File: src/rtl/ssd_pkg.sv
// Shared constants for the seven-segment scan controller:
// segment table, blank pattern and counter-width helpers.
package ssd_pkg;

  localparam logic [6:0] SEG_OFF = 7'h7F;

  // Active-low cathode patterns, bit6 = g ... bit0 = a
  localparam logic [6:0] HEX_SEG [16] = '{
    7'h40, 7'h79, 7'h24, 7'h30,
    7'h19, 7'h12, 7'h02, 7'h78,
    7'h00, 7'h10, 7'h08, 7'h03,
    7'h46, 7'h21, 7'h06, 7'h0E
  };

  // Width of a counter holding 0..n-1 (at least one bit)
  function automatic int cnt_w(input int n);
    return (n <= 1) ? 1 : $clog2(n);
  endfunction

  // Widths for the default build (200k ticks, 8 digits, 64 frames)
  localparam int TICK_W  = $clog2(200_000);
  localparam int DIGIT_W = $clog2(8);
  localparam int FRAME_W = $clog2(64);

endpackage

File: src/rtl/ssd_scan_controller_if.sv
// Bus between the datapath and the display driver:
// digit data/attributes in, cathode/anode pins out.
interface ssd_scan_controller_if #(
  parameter int NUM_DIGITS = 8
);

  logic [4*NUM_DIGITS-1:0] ssd_scan_controller_data_in;
  logic [NUM_DIGITS-1:0]   ssd_scan_controller_dp_in;
  logic [NUM_DIGITS-1:0]   ssd_scan_controller_digit_en;
  logic [NUM_DIGITS-1:0]   ssd_scan_controller_blink_en;
  logic                    ssd_scan_controller_lz_blank;
  logic [3:0]              ssd_scan_controller_brightness;
  logic [6:0]              ssd_scan_controller_oport_cc;
  logic                    ssd_scan_controller_oport_dp;
  logic [NUM_DIGITS-1:0]   ssd_scan_controller_oport_anode_control;
  logic                    ssd_scan_controller_frame_pulse;

  modport master (
    output ssd_scan_controller_data_in,
    output ssd_scan_controller_dp_in,
    output ssd_scan_controller_digit_en,
    output ssd_scan_controller_blink_en,
    output ssd_scan_controller_lz_blank,
    output ssd_scan_controller_brightness,
    input  ssd_scan_controller_oport_cc,
    input  ssd_scan_controller_oport_dp,
    input  ssd_scan_controller_oport_anode_control,
    input  ssd_scan_controller_frame_pulse
  );

  modport slave (
    input  ssd_scan_controller_data_in,
    input  ssd_scan_controller_dp_in,
    input  ssd_scan_controller_digit_en,
    input  ssd_scan_controller_blink_en,
    input  ssd_scan_controller_lz_blank,
    input  ssd_scan_controller_brightness,
    output ssd_scan_controller_oport_cc,
    output ssd_scan_controller_oport_dp,
    output ssd_scan_controller_oport_anode_control,
    output ssd_scan_controller_frame_pulse
  );

endinterface

File: src/rtl/ssd_hex_decoder.sv
// Combinational hex nibble to active-low
// seven-segment cathode pattern.
module ssd_hex_decoder
  import ssd_pkg::*;
(
  input  logic [3:0] nibble,
  output logic [6:0] seg
);

  assign seg = HEX_SEG[nibble];

endmodule

File: src/rtl/ssd_scan_controller.sv
// Multiplexed seven-segment scanner with frame snapshot,
// blanking, PWM dimming, blink and leading-zero suppression.
module ssd_scan_controller #(
  parameter int NUM_DIGITS      = 8,
  parameter int TICKS_PER_DIGIT = 200_000,
  parameter int BLANK_TICKS     = 2_000,
  parameter int BLINK_FRAMES    = 64
) (
  input logic ssd_scan_controller_clk,
  input logic ssd_scan_controller_rst,
  ssd_scan_controller_if.slave bus
);

  import ssd_pkg::*;

  localparam int TW = cnt_w(TICKS_PER_DIGIT);
  localparam int IW = cnt_w(NUM_DIGITS);
  localparam int FW = cnt_w(BLINK_FRAMES);

  localparam logic [TW-1:0] T_LAST  = TW'(TICKS_PER_DIGIT - 1);
  localparam logic [TW-1:0] T_BLANK = TW'(BLANK_TICKS);
  localparam logic [IW-1:0] I_LAST  = IW'(NUM_DIGITS - 1);
  localparam logic [FW-1:0] F_LAST  = FW'(BLINK_FRAMES - 1);

  logic clk;
  logic rst;
  assign clk = ssd_scan_controller_clk;
  assign rst = ssd_scan_controller_rst;

  logic [TW-1:0] tick;
  logic [IW-1:0] idx;
  logic [3:0]    pwm;
  logic [FW-1:0] frm;
  logic          phase;

  logic [4*NUM_DIGITS-1:0] sh_data;
  logic [NUM_DIGITS-1:0]   sh_dp;
  logic [NUM_DIGITS-1:0]   sh_en;
  logic [NUM_DIGITS-1:0]   sh_blink;
  logic                    sh_lz;
  logic [3:0]              sh_bright;
  logic [NUM_DIGITS-1:0]   lz_mask;
  logic [NUM_DIGITS-1:0]   lz_nxt;

  logic [NUM_DIGITS-1:0] anode_q;
  logic [NUM_DIGITS-1:0] anode_nxt;
  logic [6:0]            cc_q;
  logic                  dp_q;
  logic                  fp_q;

  logic       frame_start;
  logic       tick_wrap;
  logic       frame_end;
  logic       blanking;
  logic [3:0] pwm_cur;
  logic       pwm_on;
  logic       lit;
  logic [3:0] nibble;
  logic [6:0] seg;

  logic [3:0] nib [NUM_DIGITS];

  for (genvar g = 0; g < NUM_DIGITS; g++) begin : g_nib
    assign nib[g] = sh_data[4*g +: 4];
  end

  assign frame_start = (tick == '0) && (idx == '0);
  assign tick_wrap   = (tick == T_LAST);
  assign frame_end   = tick_wrap && (idx == I_LAST);
  assign blanking    = (tick < T_BLANK);
  // The PWM phase restarts with each digit's active window
  assign pwm_cur     = (tick == T_BLANK) ? 4'd0 : pwm;
  assign pwm_on      = (pwm_cur <= sh_bright);
  assign nibble      = nib[idx];
  assign lit         = ~&anode_nxt;

  ssd_hex_decoder u_dec (
    .nibble (nibble),
    .seg    (seg)
  );

  // Scan, PWM and blink counters
  always_ff @(posedge clk) begin
    if (rst) begin
      tick  <= '0;
      idx   <= '0;
      pwm   <= '0;
      frm   <= '0;
      phase <= 1'b0;
    end else begin
      tick <= tick_wrap ? '0 : tick + TW'(1);
      pwm  <= pwm_cur + 4'd1;
      if (tick_wrap) begin
        idx <= (idx == I_LAST) ? '0 : idx + IW'(1);
      end
      if (frame_end) begin
        if (frm == F_LAST) begin
          frm   <= '0;
          phase <= ~phase;
        end else begin
          frm <= frm + FW'(1);
        end
      end
    end
  end

  // Frame snapshot of all inputs, plus the derived zero mask
  always_ff @(posedge clk) begin
    if (rst) begin
      sh_data   <= '0;
      sh_dp     <= '0;
      sh_en     <= '0;
      sh_blink  <= '0;
      sh_lz     <= 1'b0;
      sh_bright <= '0;
      lz_mask   <= '0;
    end else begin
      lz_mask <= lz_nxt;
      if (frame_start) begin
        sh_data   <= bus.ssd_scan_controller_data_in;
        sh_dp     <= bus.ssd_scan_controller_dp_in;
        sh_en     <= bus.ssd_scan_controller_digit_en;
        sh_blink  <= bus.ssd_scan_controller_blink_en;
        sh_lz     <= bus.ssd_scan_controller_lz_blank;
        sh_bright <= bus.ssd_scan_controller_brightness;
      end
    end
  end

  // Mask zeros from the top digit down; digit 0 always shows
  always_comb begin
    logic seen;
    seen   = 1'b0;
    lz_nxt = '0;
    for (int i = NUM_DIGITS - 1; i > 0; i--) begin
      if (nib[i] != 4'd0) seen = 1'b1;
      lz_nxt[i] = sh_lz & ~seen;
    end
  end

  // Anode select with blank, PWM, enable, mask and blink gating
  always_comb begin
    anode_nxt = '1;
    for (int i = 0; i < NUM_DIGITS; i++) begin
      if ((idx == IW'(i)) && !blanking && pwm_on &&
          sh_en[i] && !lz_mask[i] &&
          !(phase && sh_blink[i])) begin
        anode_nxt[i] = 1'b0;
      end
    end
  end

  // Registered pin drivers
  always_ff @(posedge clk) begin
    if (rst) begin
      anode_q <= '1;
      cc_q    <= SEG_OFF;
      dp_q    <= 1'b1;
      fp_q    <= 1'b0;
    end else begin
      anode_q <= anode_nxt;
      cc_q    <= lit ? seg : SEG_OFF;
      dp_q    <= lit ? ~sh_dp[idx] : 1'b1;
      fp_q    <= frame_start;
    end
  end

  assign bus.ssd_scan_controller_oport_anode_control = anode_q;
  assign bus.ssd_scan_controller_oport_cc            = cc_q;
  assign bus.ssd_scan_controller_oport_dp            = dp_q;
  assign bus.ssd_scan_controller_frame_pulse         = fp_q;

endmodule

File: src/flat_wrapper.sv
// flat-port wrapper written by rule: the top's interface ports become plain ports
module ssd_scan_controller_flat import ssd_pkg::*;
#(
  parameter int NUM_DIGITS      = 8,
  parameter int TICKS_PER_DIGIT = 200_000,
  parameter int BLANK_TICKS     = 2_000,
  parameter int BLINK_FRAMES    = 64
)
  (ssd_scan_controller_clk, ssd_scan_controller_rst, bus_ssd_scan_controller_data_in, bus_ssd_scan_controller_dp_in, bus_ssd_scan_controller_digit_en, bus_ssd_scan_controller_blink_en, bus_ssd_scan_controller_lz_blank, bus_ssd_scan_controller_brightness, bus_ssd_scan_controller_oport_cc, bus_ssd_scan_controller_oport_dp, bus_ssd_scan_controller_oport_anode_control, bus_ssd_scan_controller_frame_pulse);
  ssd_scan_controller_if #(.NUM_DIGITS(NUM_DIGITS)) bus_i ();
  input logic ssd_scan_controller_clk;
  input logic ssd_scan_controller_rst;
  input wire logic [$bits(bus_i.ssd_scan_controller_data_in)-1:0] bus_ssd_scan_controller_data_in;
  input wire logic [$bits(bus_i.ssd_scan_controller_dp_in)-1:0] bus_ssd_scan_controller_dp_in;
  input wire logic [$bits(bus_i.ssd_scan_controller_digit_en)-1:0] bus_ssd_scan_controller_digit_en;
  input wire logic [$bits(bus_i.ssd_scan_controller_blink_en)-1:0] bus_ssd_scan_controller_blink_en;
  input wire logic [$bits(bus_i.ssd_scan_controller_lz_blank)-1:0] bus_ssd_scan_controller_lz_blank;
  input wire logic [$bits(bus_i.ssd_scan_controller_brightness)-1:0] bus_ssd_scan_controller_brightness;
  output wire logic [$bits(bus_i.ssd_scan_controller_oport_cc)-1:0] bus_ssd_scan_controller_oport_cc;
  output wire logic [$bits(bus_i.ssd_scan_controller_oport_dp)-1:0] bus_ssd_scan_controller_oport_dp;
  output wire logic [$bits(bus_i.ssd_scan_controller_oport_anode_control)-1:0] bus_ssd_scan_controller_oport_anode_control;
  output wire logic [$bits(bus_i.ssd_scan_controller_frame_pulse)-1:0] bus_ssd_scan_controller_frame_pulse;
  assign bus_i.ssd_scan_controller_data_in = bus_ssd_scan_controller_data_in;
  assign bus_i.ssd_scan_controller_dp_in = bus_ssd_scan_controller_dp_in;
  assign bus_i.ssd_scan_controller_digit_en = bus_ssd_scan_controller_digit_en;
  assign bus_i.ssd_scan_controller_blink_en = bus_ssd_scan_controller_blink_en;
  assign bus_i.ssd_scan_controller_lz_blank = bus_ssd_scan_controller_lz_blank;
  assign bus_i.ssd_scan_controller_brightness = bus_ssd_scan_controller_brightness;
  assign bus_ssd_scan_controller_oport_cc = bus_i.ssd_scan_controller_oport_cc;
  assign bus_ssd_scan_controller_oport_dp = bus_i.ssd_scan_controller_oport_dp;
  assign bus_ssd_scan_controller_oport_anode_control = bus_i.ssd_scan_controller_oport_anode_control;
  assign bus_ssd_scan_controller_frame_pulse = bus_i.ssd_scan_controller_frame_pulse;
  ssd_scan_controller #(.NUM_DIGITS(NUM_DIGITS), .TICKS_PER_DIGIT(TICKS_PER_DIGIT), .BLANK_TICKS(BLANK_TICKS), .BLINK_FRAMES(BLINK_FRAMES)) u_core (.ssd_scan_controller_clk(ssd_scan_controller_clk), .ssd_scan_controller_rst(ssd_scan_controller_rst), .bus(bus_i));
endmodule
File: config.mk
export PLATFORM = sky130hd
export DESIGN_NAME = ssd_scan_controller_flat
export DESIGN_NICKNAME = d
export VERILOG_FILES = /design/src/rtl/ssd_pkg.sv /design/src/rtl/ssd_scan_controller_if.sv /design/src/rtl/ssd_hex_decoder.sv /design/src/rtl/ssd_scan_controller.sv /design/src/flat_wrapper.sv
export SDC_FILE = /design/constraint.sdc
export NUM_CORES = 1
export LEC_CHECK = 0
export ABC_AREA = 1
export CAP_MARGIN = 20
export CORE_MARGIN = 8
export CORE_UTILIZATION = 46
export CTS_CLUSTER_DIAMETER = 60
export CTS_CLUSTER_SIZE = 10
export DETAILED_ROUTE_END_ITERATION = 12
export MAX_ROUTING_LAYER = met4
export PLACE_DENSITY = 0.74
export SLEW_MARGIN = 20
export SYNTH_ARGS = -nofsm -noshare
export SYNTH_HDL_FRONTEND = slang
export SYNTH_HIERARCHICAL = 1
export SYNTH_SLANG_ARGS = --single-unit
File: constraint.sdc
create_clock -name ssd_scan_controller_clk -period 6 [get_ports ssd_scan_controller_clk]
set_input_delay 1.8 -clock ssd_scan_controller_clk [delete_from_list [all_inputs] [get_ports ssd_scan_controller_clk]]
set_output_delay 1.8 -clock ssd_scan_controller_clk [all_outputs]
set_load 0.02 [all_outputs]
==> summary.txt <==
Placement
  • DP Wirelength: 9880 um
  • Placed insts: 908
  • Port bufs: about 80
  • GPL Wtd Cong: 0.890

Clock tree
  • Clk pin slew, worst setup/hold paths: 0.05 ns
  • Clock root cell: clkbuf_16
  • Resized cells post-CTS: 0
  • TritonCTS clock tree: built
  • Max clock buf depth: 2
  • Total CTS buffers: 17
  • CTS H-Tree Depth: 4
  • CTS Sinks: 117
  • Setup Buffers After CTS: 0
  • Clock Latency Late Sink: around 0.42 ns
  • Cts hold-fix bufs: 0

Cells and area
  • Final #Nets: 867
  • Fillers: about 1000
  • N_diodes: 0
  • Post-route insts no fill: 937
  • Syn-to-layout area delta: 26.7%
  • Layout cells sized above 1: between 7 and 8%
  • Layout Utilization: 59.4%

Synth
  • Synth Area per Inst: 7.47 um^2
  • Async SR Flop Fraction: 0%
  • Yosys Warn Count: 6
  • Synth Cell Area: 0.00533 mm^2
  • Seq cells post-synth: around 120
  • Post-synth EDFFs: 0
  • Post-synthesis sequential area ratio: 43.9%
  • Cell variety after synth: 41
  • Synth Instances: between 700 and 800
  • Post-Syn Nets: 797
  • Predominant post-synthesis flop cell: dfxtp_1

Timing
  • Period minus WS final: 3.92 ns
  • Clock skew: approximately 0.0084 ns
  • Hold_ws: 0.455 ns
  • Fin crit share: 65.4%
  • Slew HR: between 30% and 40%
  • Fin. max-slew vios: 0
  • RSZ-0062 raised after global routing: false
  • Fin Setup TNS: 0 ns
  • Slew @ Worst Pin: 0.933 ns
  • Final setup viols: 0
  • Fin. Hold Viols: 0
  • Max Fclk: ~250 MHz

Floorplan
  • # IOs: 80
  • Starting Density: 46.9%
  • Core area: 0.0114 mm^2
  • Std-Cell Rows: 39
  • Die area: approximately 0.015 mm^2
  • Die width: 124 um
  • Die span in y: approximately 120 um

Power and ir drop
  • Internal power: 1.57 mW
  • Reg power frac: around 41%
  • Max rail drop VDD: around 200 uV
  • Combinational power share: 12.6%
  • Sw Ratio: between 20% and 30%
  • Clock power share: between 40% and 50%
  • Design Power: between 2 and 2.5 mW
  • Switching component of the power: 512 uW
  • Static leakage: between 2 and 3 nW
  • PD cells: 308 mW/mm^2

Critical path
  • CP Data Required Time: 6.30 ns
  • CP max FO: 61
  • Arrival time of the worst setup path: around 4.2 ns
  • Worst Setup End Kind: flop
  • Crit start category: flop
  • Crit Path Class: reg -> reg

Global routing
  • Grt ovf: 0
  • Total Routing Usage GR: about a fifth
  • Largest net degree at the start of global routing: 62
  • Vias in the first global route: 4758
  • Global-route wire length before repair: 22200 um
  • Initial antenna violation count: 0

Route
  • Wire per inst: around 15 um
  • Final ANT Viol Nets: 0
  • Pre-antenna DRT Iters: 5
  • Initial DRC count: around 460
  • DR vias: a little under 5000
  • Routed WL: about 14000 um
  • Vias per cell: 5.21
  • DRC errors left: 0

Run
  • Max-Cap Viols: 0

Run status
  • Status: complete, no violations

Min path
  • HP Class: reg -> reg
critical path, stage by stage (launching register included):
cell and delay [ns]:
dfxtp_1 0.88, clkinv_1 0.75, ha_1 0.46, inv_1 0.06
nor2_1 0.04, inv_1 0.08, nor4_1 0.05, nand3_2 0.06
buf_4 0.43, inv_1 0.54, o21ai_0 0.36, nor2_1 0.06
kinds of logic (layout without fill, tap and decap cells):
group | count (synthesis) | after routing | share of synthesized area, %
DFF | 117 | 117 | 43.9
xor gates and xnor gates | 6 | 6 | 0.986
and+or+nand+nor | 274 | 274 | 24.1
buffers and inverters | 129 | 209 | 9.39
AOI/OAI and AO/OA | 168 | 168 | 16.9
adders and majority gates | 20 | 20 | 4.69
metal layers:
| metal | vias to the layer above | track usage (%) | share of wire, % |
|---|---|---|---|
| met4 | 0 | 7.52 | 1.7 |
| li1 | 2489 | - | - |
| met3 | 16 | 4.53 | 4.1 |
| met5 | - | - | 0 |
| met1 | 2245 | 22.1 | 46 |
| met2 | 134 | 31.1 | 48 |
cell usage in the layout (no fill, tap or decap), drive strengths merged, types with 2 or more instances in the layout:
cell type,synthesis,routed
nor4,7,7
a221oi,4,4
dfxtp,117,117
o21ai,89,89
nor3,10,10
buf,5,3
nand2,77,77
nand4,17,17
bufinv,0,2
clkbuf,26,24
a31oi,6,6
and3,2,2
nor2,115,115
a21oi,62,62
inv,96,96
clkdlybuf4s50,0,79
xor2,5,5
ha,20,20
nand3,41,41
nor3b,5,5
clkinv,2,5
o41ai,2,2
state kept, by name, indices dropped and copies added, names as in the netlist, 7 cells and up:
register	flops
u_core/bus.ssd_scan_controller_oport_anode_control	8
u_core/bus.ssd_scan_controller_oport_cc	7
u_core/lz_mask	7
u_core/sh_blink	8
u_core/sh_data	32
u_core/sh_dp	8
u_core/sh_en	8
u_core/tick	18
final cells by class:
class | count | area (um^2) | area share [%]
flip-flops and latches | 117 | 2340 | 34.7
multi-input cells | 468 | 2490 | 36.9
well taps | 143 | 179 | 2.65
repair buffers | 82 | 813 | 12.0
inverters | 98 | 370 | 5.48
clock inverters | 5 | 75.1 | 1.11
clock buffers | 24 | 482 | 7.13
power groups by stage:
stage,combinational [mW],clock [mW],sequential [mW]
2_1_floorplan,0.172,0,0.869
3_3_place_gp,0.249,0,0.874
3_5_place_dp,0.259,0,0.875
4_1_cts,0.261,0.971,0.860
5_1_grt,0.295,1.00,0.866
6_report,0.262,0.959,0.861
path summary, 6_finish.rpt:
path                                      from                         endpoint  slack, ns  depth (start not counted)
setup / recovery    u_core/idx[0]$_SDFFE_PP0N_  u_core/sh_data[13]$_SDFFE_PP0P_       2.08                         11
hold / removal    u_core/sh_dp[1]$_SDFFE_PP0P_     u_core/sh_dp[1]$_SDFFE_PP0P_       0.46                          2
setup reg to reg    u_core/idx[0]$_SDFFE_PP0N_  u_core/sh_data[13]$_SDFFE_PP0P_       2.08                         11
hold reg to reg   u_core/sh_dp[1]$_SDFFE_PP0P_     u_core/sh_dp[1]$_SDFFE_PP0P_       0.46                          2
cells in the mapped netlist, drive strengths merged, types with 6 or more instances:
cell type  count  area (um^2)
nand4         17          106
o21ai         89          449
nand2         77          314
nand3         41          210
nor3          10         87.6
a31oi          6         37.5
nor4           7         43.8
dfxtp        117         2340
nor2         115          465
clkbuf        26         98.8
a21oi         62          310
ha            20          250
inv           96          363
per-stage QoR:
| stage | cell area [um^2] | worst slack (ns) |
|---|---|---|
| floorplan | 5330 | 3.32 |
| global placement | 6200 | 2.16 |
| detailed placement | 6200 | 2.07 |
| CTS | 6760 | 2.18 |
| global route | 6760 | 1.66 |
| finish | 6760 | 2.08 |
Note: power is estimated with default switching activity, not from simulation.
